$ cat src/rtl/buzzer_sequencer.sv
// Buzzer sequencer: continuous / one-shot sound control with stepped duty envelope for the tone datapath.
// Latency: one cycle; inputs in cycle t appear on the registered outputs after edge t+1.
// Backpressure: none; level and single-cycle pulse inputs are consumed every cycle, nothing stalls.
// Optional envelope logic is built only when BUZZER_ENVELOPE_EN is defined; otherwise duty_level is fixed at 7.
`timescale 1ns/1ps

module buzzer_sequencer #(
  parameter int SHOT_SHORT_TICKS = 8,   // must be <= 31 (5-bit shot counter)
  parameter int SHOT_LONG_TICKS  = 16,  // must be <= 31
  parameter int ENV_FAST_TICKS   = 16,  // must be <= 63 (6-bit envelope counter)
  parameter int ENV_SLOW_TICKS   = 32   // must be <= 63
) (
  input  logic       clk,
  input  logic       reset_n,
  input  logic       tick_256hz,
  input  logic       bz_on,
  input  logic       shot_trigger,
  input  logic       shot_long,
  input  logic       env_on,
  input  logic       env_rate,
  input  logic       env_reset,
  output logic       buzzer_enable,
  output logic [2:0] duty_level,
  output logic       shot_busy
);

  typedef enum logic [1:0] {
    IDLE = 2'd0,
    CONT = 2'd1,
    SHOT = 2'd2
  } state_t;

  localparam logic [4:0] SHORT_LEN = 5'(SHOT_SHORT_TICKS);
  localparam logic [4:0] LONG_LEN  = 5'(SHOT_LONG_TICKS);

  state_t     state;
  state_t     state_nxt;
  logic [4:0] shot_cnt;
  logic [4:0] shot_cnt_nxt;
  logic [4:0] shot_cnt_inc;
  logic [4:0] shot_len;
  logic       shot_long_q;
  logic       shot_long_nxt;
  logic       entering;

  // Shot length comes from the SHTPW value latched when the shot was accepted.
  always_comb begin
    shot_len     = shot_long_q ? LONG_LEN : SHORT_LEN;
    shot_cnt_inc = shot_cnt + 5'd1;
  end

  // Next-state logic: continuous request dominates, retriggers during a shot are ignored.
  always_comb begin
    state_nxt     = state;
    shot_cnt_nxt  = shot_cnt;
    shot_long_nxt = shot_long_q;
    case (state)
      IDLE: begin
        if (bz_on) begin
          state_nxt = CONT;
        end else if (shot_trigger) begin
          // A tick coinciding with the trigger is deliberately not counted.
          state_nxt     = SHOT;
          shot_long_nxt = shot_long;
          shot_cnt_nxt  = 5'd0;
        end
      end
      CONT: begin
        if (!bz_on) begin
          state_nxt = IDLE;
        end
      end
      SHOT: begin
        if (bz_on) begin
          state_nxt = CONT;
        end else if (tick_256hz) begin
          // >= rather than == so the counter can never run past the length and wrap.
          if (shot_cnt_inc >= shot_len) begin
            state_nxt    = IDLE;
            shot_cnt_nxt = 5'd0;
          end else begin
            shot_cnt_nxt = shot_cnt_inc;
          end
        end
      end
      default: begin
        state_nxt = IDLE;
      end
    endcase
  end

  // Any transition out of IDLE restarts the envelope.
  always_comb begin
    entering = (state == IDLE) && (state_nxt != IDLE);
  end

  // State, shot bookkeeping and the registered enable/busy outputs.
  always_ff @(posedge clk) begin
    if (!reset_n) begin
      state         <= IDLE;
      shot_cnt      <= 5'd0;
      shot_long_q   <= 1'b0;
      buzzer_enable <= 1'b0;
      shot_busy     <= 1'b0;
    end else begin
      state         <= state_nxt;
      shot_cnt      <= shot_cnt_nxt;
      shot_long_q   <= shot_long_nxt;
      buzzer_enable <= (state_nxt != IDLE);
      shot_busy     <= (state_nxt == SHOT);
    end
  end

`ifdef BUZZER_ENVELOPE_EN

  localparam logic [5:0] FAST_LEN = 6'(ENV_FAST_TICKS);
  localparam logic [5:0] SLOW_LEN = 6'(ENV_SLOW_TICKS);

  logic [5:0] env_cnt;
  logic [5:0] env_cnt_nxt;
  logic [5:0] env_cnt_inc;
  logic [5:0] env_len;
  logic [2:0] duty_nxt;
  logic       sounding;

  // Step length follows the live ENVRT value, so a rate change applies at the next boundary.
  always_comb begin
    env_len     = env_rate ? SLOW_LEN : FAST_LEN;
    env_cnt_inc = env_cnt + 6'd1;
    sounding    = (state != IDLE);
  end

  // Envelope priority: disabled > restart (entry or ENVRS) > step on tick.
  always_comb begin
    env_cnt_nxt = env_cnt;
    duty_nxt    = duty_level;
    if (!env_on) begin
      env_cnt_nxt = 6'd0;
      duty_nxt    = 3'd7;
    end else if (entering || (sounding && env_reset)) begin
      env_cnt_nxt = 6'd0;
      duty_nxt    = 3'd7;
    end else if (sounding && tick_256hz) begin
      // >= keeps the counter bounded if the rate drops from slow to fast mid-step.
      if (env_cnt_inc >= env_len) begin
        env_cnt_nxt = 6'd0;
        if (duty_level != 3'd0) begin
          duty_nxt = duty_level - 3'd1;
        end
      end else begin
        env_cnt_nxt = env_cnt_inc;
      end
    end
  end

  // Envelope counter and registered duty level.
  always_ff @(posedge clk) begin
    if (!reset_n) begin
      env_cnt    <= 6'd0;
      duty_level <= 3'd7;
    end else begin
      env_cnt    <= env_cnt_nxt;
      duty_level <= duty_nxt;
    end
  end

`else

  // Without the envelope the tone always runs at full level; envelope controls are ignored.
  logic unused_env;
  assign unused_env = ^{env_on, env_rate, env_reset, 6'(ENV_FAST_TICKS), 6'(ENV_SLOW_TICKS)};
  assign duty_level = 3'd7;

`endif

endmodule

$ cat config.mk
export PLATFORM = sky130hd
export DESIGN_NAME = buzzer_sequencer
export DESIGN_NICKNAME = d
export VERILOG_FILES = /design/src/rtl/buzzer_sequencer.sv
export SDC_FILE = /design/constraint.sdc
export NUM_CORES = 1
export LEC_CHECK = 0
export ABC_CLOCK_PERIOD_IN_PS = 2000
export BUFFER_PORTS_ARGS = -buffer_cell sky130_fd_sc_hd__buf_4
export CAP_MARGIN = 20
export CELL_PAD_IN_SITES_DETAIL_PLACEMENT = 1
export CELL_PAD_IN_SITES_GLOBAL_PLACEMENT = 1
export CORE_UTILIZATION = 33
export DETAILED_ROUTE_END_ITERATION = 10
export PLACE_DENSITY = 0.78
export SLEW_MARGIN = 5
export SYNTH_ARGS = -nofsm -noshare
export SYNTH_HDL_FRONTEND = slang
export SYNTH_SLANG_ARGS = --single-unit
$ cat constraint.sdc
create_clock -name clk -period 2 [get_ports clk]
set_input_delay 0.2 -clock clk [delete_from_list [all_inputs] [get_ports clk]]
set_output_delay 0.2 -clock clk [all_outputs]
set_load 0.005 [all_outputs]
==> metrics.md <==
| Metric | Value |
|---|---|
| Root Buffer | `clkbuf_4` |
| H-tree depth | `1` |
| Crit Path Class | `flop to flop` |
| Worst hold slack | `0.158 ns` |
| First-pass GRT wire length | `2010 um` |
| GP Congestion | `0.751` |
| Final period util | `103%` |
| RSZ-0062 raised after global routing | `yes` |
| Worst Path Required | `2.22 ns` |
| Post-Syn Instances | `59` |
| Leakage | `0.337 nW` |
| GRT Util Overall | `15.4%` |
| Cell row count | `14` |
| Initial DRT Pass Iterations | `4` |
| Peak Freq | `483 MHz` |
| Inserted Clock Buffers | `3` |
| Worst clock skew | `0.00586 ns` |
| Clk_lat worst skew | `0.28 ns` |
| FILL cells | `185` |
| Power Total | `0.450 mW` |
| Routed wire per std cell | `13.4 um` |
| CTS clk-pin slew, worst paths | `0.08 ns` |
| Antenna violations before repair | `0` |
| Starting Density | `36.5%` |
| Synth async-reset ratio | `0%` |
| Largest net degree at the start of global routing | `8` |
| CTS Buffer Depth | `2` |
| Number of synthesized register bits | `10` |
| Worst hold path type | `input port to flop` |
| Setup Slack @ Placement | `-0.100 ns` |
| Clock sinks | `10` |
| Max IR drop VDD | `0.000375 V` |
| Placed Instances | `88` |
| Synthesized area | `563 um^2` |
| # setup viols final | `7` |
| Final core utilization | `50.4%` |
| Core area | `1540 um^2` |
| Register area share after synthesis | `35.6%` |
| Tmin final | `2.07 ns` |
| Remaining antenna violation count | `0` |
| Failing checks | `negative setup slack` |
| Vias | `495` |
| Crit-path max FO | `5` |
| Fin. Hold Viols | `0` |
| Post-route insts no fill | `96` |
| Final worst setup slack | `-0.0695 ns` |
| Vias in the first global route | `484` |
| IO buf count | `7` |
| Via density | `5.16` |
| Power Density | `579 nW/um^2` |
| Critical Path Sink Type | `flop` |
| Yosys warns | `0` |
| Synth unique cells | `27` |
| Number of synthesized flops with an enable pin | `0` |
| I/O pin count | `14` |
| Die X | `43.3 um` |
| Placed Area | `688 um^2` |
| Die ar. | `1880 um^2` |
| DR iter-0 viols | `4` |
| DRC viols | `0` |
| Final net count | `94` |
| Finished Cell Area | `777 um^2` |
| Mapped Avg Cell Area | `9.54 um^2` |
| Layout cells sized above 1 | `40.0%` |
| Setup TNS | `-0.237 ns` |
| Status | `finished with violations` |
| CTS tree | `yes` |
| Total of max-cap violations | `0` |
| Max Slew Vio Count | `0` |
| P&R area growth vs syn | `38.0%` |
| Startpoint types | `flop` |
| Chip height | `43.3 um` |
| Detail Placement HPWL | `945 um` |
| Final WL | `1280 um` |
| GRT overflow | `0` |
| Ys flop type | `dfxtp_1` |
| Worst EP arrival | `2.29 ns` |
| ANT cells | `0` |
[layout by cell type, fill, tap and decap left out, types with 2 or more instances in the layout]
master,count
a32oi_1,3
inv_1,5
clkbuf_4,3
dfxtp_1,8
ha_1,2
nor2b_1,6
buf_4,18
nand2_1,3
xnor2_2,2
and2_1,2
conb_1,3
dfxtp_2,2
o21a_1,2
[flip-flops by register name (all words and copies together), names as in the netlist]
signal,cells
shot_long_q,1
state,2
buzzer_enable,1
shot_cnt,5
shot_busy,1
[repair_timing]
| action | CTS | global route |
|---|---|---|
| resized for setup | 3 | 1 |
| endpoints found under the setup margin | 7 | 7 |
| setup buffers | 3 | 1 |
| pin swaps | 2 | 4 |
| hold buffers | 0 | 0 |
[area by class of cell]
class | instances | area, um^2 | area share, %
clock buffers | 4 | 36.3 | 4.67
inverters | 5 | 18.8 | 2.42
multi-input cells | 43 | 364 | 46.9
flip-flops and latches | 10 | 203 | 26.1
well taps | 16 | 20.0 | 2.58
repair buffers | 18 | 135 | 17.4
[layer usage]
layer  up-vias  GRT usage (%)  wire, um
li1        248              -         -
met2         8           23.6       631
met5         -              0         0
met1       237           19.6       580
met3         2           6.38        50
met4         0           5.45        21
[power by group]
| part | total [mW] | internal, mW | switching, mW |
|---|---|---|---|
| combinational | 0.0468 | 0.0231 | 0.0237 |
| clock | 0.194 | 0.111 | 0.0833 |
| sequential | 0.209 | 0.205 | 0.00407 |
[cells by family after synthesis]
family / after synthesis / synth area share (%)
DFF: 10 / 35.6
buffers and inverters: 8 / 7.33
other: 1 / 0.666
and+or+nand+nor: 19 / 20.2
xor gates and xnor gates: 3 / 4.67
adders and majority gates: 4 / 8.89
muxes: 1 / 1.78
AOI/OAI and AO/OA: 13 / 20.9
[worst max-delay path, cell delays in order, from the launching register on]
cell      delay (ns)
dfxtp_2         0.36
ha_4            0.14
nand3_2         0.09
xnor2_2         0.16
ha_2            0.18
or4b_4          0.49
a211oi_4        0.28
buf_4           0.18
o31a_1          0.14
[synth_stat cells, types with 2 or more instances]
library cell  number  area (um^2)
inv_1              5         18.8
nand3_1            2         10.0
xnor2_1            3         26.3
dfxtp_1           10          200
buf_4              3         22.5
and2_1             2         12.5
o21a_1             2         15.0
ha_1               4         50.1
nand2_1            3         11.3
nor2b_1            6         37.5
a32oi_1            3         26.3
[final timing paths]
kind	to	slack [ns]	from	cells after the start
setup reg to reg	buzzer_enable	-0.07	shot_cnt[0]	8
setup / recovery	buzzer_enable	-0.07	shot_cnt[0]	8
hold reg to reg	shot_long_q	0.53	shot_long_q	2
hold / removal	state[0]	0.16	bz_on	2
No activity file was read; power rests on OpenSTA's default activity.
